[src/rtl/wb_arbiter_master.sv]
// Round-robin arbiter that funnels N_CH requesters onto one Wishbone classic master port,
// with HB-size lane steering, alignment checking and a bus timeout.
module wb_arbiter_master #(
  parameter int N_CH           = 2,
  parameter int ADDR_WIDTH     = 32,
  parameter int TIMEOUT_CYCLES = 255
) (
  input  logic                       i_CLK,
  input  logic                       i_RSTn,
  input  logic [N_CH-1:0]            i_REQ,
  input  logic [N_CH*ADDR_WIDTH-1:0] i_ADDR,
  input  logic [N_CH*32-1:0]         i_WDATA,
  input  logic [N_CH-1:0]            i_WE,
  input  logic [N_CH*2-1:0]          i_HB,
  output logic [31:0]                o_RDATA,
  output logic [N_CH-1:0]            o_GNT,
  output logic [N_CH-1:0]            o_ERR,
  output logic [ADDR_WIDTH-1:0]      o_WB_ADDR,
  output logic [31:0]                o_WB_DATA,
  input  logic [31:0]                i_WB_DATA,
  output logic                       o_WB_WE,
  output logic [3:0]                 o_WB_SEL,
  output logic                       o_WB_STB,
  output logic                       o_WB_CYC,
  input  logic                       i_WB_ACK,
  input  logic                       i_WB_ERR
);

  localparam int CH_W  = (N_CH > 1) ? $clog2(N_CH) : 1;
  localparam int CNT_W = (TIMEOUT_CYCLES > 1) ? $clog2(TIMEOUT_CYCLES) : 1;
  // Abort on the BUS cycle whose increment would make the count reach TIMEOUT_CYCLES.
  localparam logic [CNT_W-1:0] TO_LAST = CNT_W'((TIMEOUT_CYCLES > 0) ? TIMEOUT_CYCLES - 1 : 0);

  // state  | meaning
  // IDLE   | waiting for a request; arbitrate and latch payload
  // BUS    | CYC/STB asserted, waiting for ACK/ERR or timeout
  // RESP   | one-cycle GNT/ERR pulse, advance priority pointer
  typedef enum logic [1:0] {S_IDLE, S_BUS, S_RESP} state_t;

  state_t                r_state, w_state_nxt;
  logic [CH_W-1:0]       r_ptr, w_ptr_nxt, r_ch, w_ch_nxt, w_pick;
  logic [CNT_W-1:0]      r_cnt, w_cnt_nxt;
  logic [1:0]            r_lo, w_lo_nxt, r_hb, w_hb_nxt, w_hb;
  logic                  r_we, w_we_nxt, w_we, w_found, w_misal;
  logic [31:0]           r_rdata, w_rdata_nxt, w_rd_lane, w_wdata, w_lane_wdata;
  logic [N_CH-1:0]       r_gnt, w_gnt_nxt, r_err, w_err_nxt;
  logic [ADDR_WIDTH-1:0] r_wb_addr, w_wb_addr_nxt, w_addr;
  logic [31:0]           r_wb_data, w_wb_data_nxt;
  logic [3:0]            r_wb_sel, w_wb_sel_nxt, w_sel;
  logic                  r_wb_we, w_wb_we_nxt, r_wb_stb, w_wb_stb_nxt, r_wb_cyc, w_wb_cyc_nxt;

  always_comb begin
    w_pick  = '0;
    w_found = 1'b0;
    for (int i = 0; i < N_CH; i++) begin
      if (!w_found && i_REQ[(int'(r_ptr) + i) % N_CH]) begin
        w_found = 1'b1;
        w_pick  = CH_W'((int'(r_ptr) + i) % N_CH);
      end
    end
  end

  assign w_addr  = i_ADDR[int'(w_pick)*ADDR_WIDTH +: ADDR_WIDTH];
  assign w_wdata = i_WDATA[int'(w_pick)*32 +: 32];
  assign w_we    = i_WE[w_pick];
  assign w_hb    = i_HB[int'(w_pick)*2 +: 2];
  assign w_misal = ((w_hb == 2'b01) && w_addr[0]) || (w_hb[1] && (w_addr[1:0] != 2'b00));

  always_comb begin
    w_sel        = 4'b1111;
    w_lane_wdata = w_wdata;
    if (w_hb == 2'b01) begin
      w_sel        = w_addr[1] ? 4'b1100 : 4'b0011;
      w_lane_wdata = {2{w_wdata[15:0]}};
    end else if (w_hb == 2'b00) begin
      w_sel        = 4'b0001 << w_addr[1:0];
      w_lane_wdata = {4{w_wdata[7:0]}};
    end
  end

  always_comb begin
    w_rd_lane = i_WB_DATA;
    if (r_hb == 2'b01) begin
      w_rd_lane = {16'h0, r_lo[1] ? i_WB_DATA[31:16] : i_WB_DATA[15:0]};
    end else if (r_hb == 2'b00) begin
      w_rd_lane = {24'h0, i_WB_DATA[int'(r_lo)*8 +: 8]};
    end
  end

  always_comb begin
    w_state_nxt   = r_state;
    w_ptr_nxt     = r_ptr;
    w_ch_nxt      = r_ch;
    w_cnt_nxt     = r_cnt;
    w_lo_nxt      = r_lo;
    w_hb_nxt      = r_hb;
    w_we_nxt      = r_we;
    w_rdata_nxt   = r_rdata;
    w_gnt_nxt     = '0;
    w_err_nxt     = '0;
    w_wb_addr_nxt = r_wb_addr;
    w_wb_data_nxt = r_wb_data;
    w_wb_sel_nxt  = r_wb_sel;
    w_wb_we_nxt   = r_wb_we;
    w_wb_stb_nxt  = r_wb_stb;
    w_wb_cyc_nxt  = r_wb_cyc;
    case (r_state)
      S_IDLE: begin
        if (w_found) begin
          w_ch_nxt = w_pick;
          w_lo_nxt = w_addr[1:0];
          w_hb_nxt = w_hb;
          w_we_nxt = w_we;
          if (w_misal) begin
            w_err_nxt[w_pick] = 1'b1;
            w_state_nxt       = S_RESP;
          end else begin
            w_wb_addr_nxt = {w_addr[ADDR_WIDTH-1:2], 2'b00};
            w_wb_data_nxt = w_lane_wdata;
            w_wb_sel_nxt  = w_sel;
            w_wb_we_nxt   = w_we;
            w_wb_stb_nxt  = 1'b1;
            w_wb_cyc_nxt  = 1'b1;
            w_cnt_nxt     = '0;
            w_state_nxt   = S_BUS;
          end
        end
      end
      S_BUS: begin
        w_cnt_nxt = r_cnt + CNT_W'(1);
        if (i_WB_ERR) begin
          w_wb_stb_nxt    = 1'b0;
          w_wb_cyc_nxt    = 1'b0;
          w_err_nxt[r_ch] = 1'b1;
          w_state_nxt     = S_RESP;
        end else if (i_WB_ACK) begin
          w_wb_stb_nxt    = 1'b0;
          w_wb_cyc_nxt    = 1'b0;
          w_gnt_nxt[r_ch] = 1'b1;
          w_rdata_nxt     = r_we ? 32'h0 : w_rd_lane;
          w_state_nxt     = S_RESP;
        end else if ((TIMEOUT_CYCLES != 0) && (r_cnt == TO_LAST)) begin
          w_wb_stb_nxt    = 1'b0;
          w_wb_cyc_nxt    = 1'b0;
          w_err_nxt[r_ch] = 1'b1;
          w_state_nxt     = S_RESP;
        end
      end
      S_RESP: begin
        w_ptr_nxt   = (r_ch == CH_W'(N_CH - 1)) ? '0 : r_ch + CH_W'(1);
        w_state_nxt = S_IDLE;
      end
      default: w_state_nxt = S_IDLE;
    endcase
  end

  always_ff @(posedge i_CLK or negedge i_RSTn) begin
    if (!i_RSTn) begin
      r_state   <= S_IDLE;
      r_ptr     <= '0;
      r_ch      <= '0;
      r_cnt     <= '0;
      r_lo      <= '0;
      r_hb      <= '0;
      r_we      <= 1'b0;
      r_rdata   <= '0;
      r_gnt     <= '0;
      r_err     <= '0;
      r_wb_addr <= '0;
      r_wb_data <= '0;
      r_wb_sel  <= '0;
      r_wb_we   <= 1'b0;
      r_wb_stb  <= 1'b0;
      r_wb_cyc  <= 1'b0;
    end else begin
      r_state   <= w_state_nxt;
      r_ptr     <= w_ptr_nxt;
      r_ch      <= w_ch_nxt;
      r_cnt     <= w_cnt_nxt;
      r_lo      <= w_lo_nxt;
      r_hb      <= w_hb_nxt;
      r_we      <= w_we_nxt;
      r_rdata   <= w_rdata_nxt;
      r_gnt     <= w_gnt_nxt;
      r_err     <= w_err_nxt;
      r_wb_addr <= w_wb_addr_nxt;
      r_wb_data <= w_wb_data_nxt;
      r_wb_sel  <= w_wb_sel_nxt;
      r_wb_we   <= w_wb_we_nxt;
      r_wb_stb  <= w_wb_stb_nxt;
      r_wb_cyc  <= w_wb_cyc_nxt;
    end
  end

  assign o_RDATA   = r_rdata;
  assign o_GNT     = r_gnt;
  assign o_ERR     = r_err;
  assign o_WB_ADDR = r_wb_addr;
  assign o_WB_DATA = r_wb_data;
  assign o_WB_SEL  = r_wb_sel;
  assign o_WB_WE   = r_wb_we;
  assign o_WB_STB  = r_wb_stb;
  assign o_WB_CYC  = r_wb_cyc;

endmodule

[config.mk]
export PLATFORM = sky130hd
export DESIGN_NAME = wb_arbiter_master
export DESIGN_NICKNAME = d
export VERILOG_FILES = /design/src/rtl/wb_arbiter_master.sv
export SDC_FILE = /design/constraint.sdc
export NUM_CORES = 1
export LEC_CHECK = 0
export CAP_MARGIN = 20
export CORE_ASPECT_RATIO = 0.9
export CORE_MARGIN = 2
export CORE_UTILIZATION = 43
export CTS_CLUSTER_SIZE = 40
export DETAILED_ROUTE_END_ITERATION = 6
export PLACE_DENSITY = 0.88
export SLEW_MARGIN = 20
export SYNTH_ARGS = -nofsm -noshare
export SYNTH_HDL_FRONTEND = slang
export SYNTH_SLANG_ARGS = --single-unit
[constraint.sdc]
create_clock -name i_CLK -period 2.4 [get_ports i_CLK]
set_input_delay 0.6 -clock i_CLK [delete_from_list [all_inputs] [get_ports i_CLK]]
set_output_delay 0.6 -clock i_CLK [all_outputs]
set_load 0.02 [all_outputs]
==> out/qor.csv <==
metric;value;unit
reg2reg_depth;6;
cts_htree_levels;4;
diodes;0;
synth_top_area_share;48.0;%
drive_gt1_share;13.0;%
grt_pass1_wl;35.3;mm
syn_inst;683;
synthArstFlopShare;100;%
viasPerCell;5.51;
period_share;92.6;%
worstPathArrival;2560;ps
gp_congestion;0.892;
cts_tree;yes;
grt_max_degree;51;
dp_cells;1166;
clockBufferDepth;2;
drtIter0Drc;432;
synthesis.area;6300;µm²
wl_per_cell;18.5;µm
synth_edf_count;0;
dieHeight;119;µm
area_growth_syn_to_layout;63.7;%
relSlewSlack;62.7;%
grt_pass1_vias;6827;
firstDrtPassIters;5;
r2r_start;r_ptr$_DFFE_PN0N_;
hold_buffers;0;
finish.utilization;72.9;%
synth_ff_type;dfrtp_1;
finalPower;12.5;mW
run_status;complete, no violations;
hold_path.class;in2async;
avgSynthCellArea;9.23;µm²
crit_chain;clkdlybuf4s50_1 > nand2b_4 > a211o_1 > o221a_1 > buf_4 > or3_1 > a21oi_1;
ant_nets;0;
cp_max_fo;8;
synthTopCellsByArea;dfrtp_1 (48%), mux2i_1 (9.2%), nand2_1 (7.4%);
start_kind;primary input;
synth-seq-area-share;48.0;%
clock_latency;420;ps
overflow;0;
final_nets;1166;
clock-root-buffer;clkbuf_16;
numClockSinks;121;
setup_violations;0;
worst_path_max_delay_cell;clkdlybuf4s50_1;
layout.cells.non_filler;1198;
dp_hpwl;16.5;mm
mostFrequentLayoutCell;clkdlybuf4s50_1;
path_class;in2reg;
cts_resized;0;
fp-row-count;41;
required;2740;ps
port-buffer-count;276;
ys_types;47;
cp-end-kind;flip-flop;
power_density;1210;nW/µm²
clk_pin_slew_worst_paths;50;ps
reg2reg_slack;400;ps
coreArea;14200;µm²
rsz0062_at_grt;no;
ys_seq_elements;121;
fin_crit;2220;ps
ys_warn_count;0;
grt_usage;28.7;%
fp.dieArea;15600;µm²
drc;0;
start_util;44.5;%
fin_skew;5.98;ps
most-common-layout-cells;clkdlybuf4s50_1 (275), nand2_1 (123), dfrtp_1 (121), nor2_1 (69), buf_4 (61);
r2r-end;r_cnt[6]$_DFFE_PN0P_;
cts_setup_buffers;0;
die_w;132;µm
cts_buffers;17;
worst_path_largest_cell_delay;530;ps
slew_violations;0;
power_leakage;4.50;nW
maxCapViolCount;0;
drt-total-wl;22.1;mm
ios;279;
antenna_found_initial;0;
hold_viol;0;
irDropWorstVdd;716;µV
route.vias.total;6596;
tightest_slew;559;ps
fmax;450;MHz
synth_area_leader_cell;dfrtp_1;
==> cells in the mapped netlist, types with 2 or more instances <==
cell type    n
a211oi_1     2
a21boi_0     2
a21o_1       6
a21oi_1     23
a22o_1       6
a22oi_1      8
a31oi_1     55
and3_1       2
buf_1        2
buf_2       16
buf_4        3
buf_6        2
clkbuf_1    33
dfrtp_1    121
ha_1         2
inv_1        7
mux2_2      26
mux2i_1     58
nand2_1    124
nand2b_1     2
nand3_1      7
nand3b_1     3
nor2_1      70
nor2b_1      3
nor3_1      11
o211ai_1     8
o21a_1       2
o21ai_0     44
o31a_1       2
o31ai_1      5
or3_1       10
or4_1        3
==> layer usage <==
layer	vias to the layer above	part of all wire, %	wire, µm	GRT usage (%)
met5	-	0	0	0
met4	0	4.9	1080	16.3
met3	80	7.7	1700	8.00
met2	347	49	10900	49.2
met1	3133	38	8420	32.2
li1	3036	-	-	-
==> critical path, delay by kind of cell <==
family | cells | cell delay (ps)
AOI/OAI and AO/OA | 3 | 820
buffers and inverters | 2 | 710
and+or+nand+nor | 2 | 430
==> power breakdown <==
group / internal (mW) / switching (mW) / leakage [nW] / total [mW]
clock network: 1.77 / 0.913 / 0.303 / 2.68
logic: 2.98 / 3.19 / 2.73 / 6.16
registers: 2.96 / 0.686 / 1.47 / 3.65
total: 7.71 / 4.79 / 4.50 / 12.5
==> worst max-delay path by stage <==
stage / slack (ps) / endpoint / start / depth (start not counted)
3_3_place_gp: -170 / r_cnt[6]$_DFFE_PN0P_ / i_REQ[0] / 7
3_5_place_dp: -260 / r_cnt[6]$_DFFE_PN0P_ / i_REQ[0] / 7
4_1_cts: 190 / r_cnt[6]$_DFFE_PN0P_ / i_REQ[0] / 7
2_1_floorplan: 220 / o_WB_ADDR[12]$_DFFE_PN0P_ / i_REQ[1] / 8
6_report: 180 / r_cnt[6]$_DFFE_PN0P_ / i_REQ[0] / 7
5_1_grt: 110 / r_cnt[5]$_DFFE_PN0P_ / i_REQ[0] / 6
==> per-stage QoR <==
| stage | hold WS [ps] | TNS (ps) | cell area, µm² | setup WS (ps) |
|---|---|---|---|---|
| finish | 178 | 0 | 10300 | 177 |
| global route | 210 | 0 | 10300 | 114 |
| global placement | 460 | -3430 | 9700 | -170 |
| CTS | 188 | 0 | 10300 | 190 |
| detailed placement | 469 | -6780 | 9700 | -258 |
| floorplan | 304 | 0 | 6310 | 218 |
==> kinds of logic after synthesis <==
| family | Yosys count | synth area share (%) |
|---|---|---|
| and+or+nand+nor | 241 | 16.2 |
| AOI/OAI and AO/OA | 171 | 17.0 |
| DFF | 121 | 48.0 |
| muxes | 84 | 13.9 |
| other | 1 | 0.0595 |
| buffers and inverters | 63 | 4.49 |
| adders and majority gates | 2 | 0.397 |
==> flip-flops by register name (all words and copies together), names as in the netlist <==
register,cells
o_WB_SEL,4
o_WB_WE,1
o_RDATA,32
o_WB_CYC,1
r_lo,2
r_state,2
r_hb,2
r_cnt,8
r_we,1
o_WB_DATA,32
o_ERR,2
r_ptr,1
r_ch,1
o_GNT,2
o_WB_ADDR,30
==> final cells by class <==
cell class                 instances  area [µm²]
timing repair buffer             345        3390
fill                            1035        3840
tap                              193         241
clock buffer                      25         505
multi-input combinational        500        3020
clock inverter                     7         113
sequential                       121        3030
inverter                           7        26.3
Note: power is estimated with default switching activity, not from simulation.
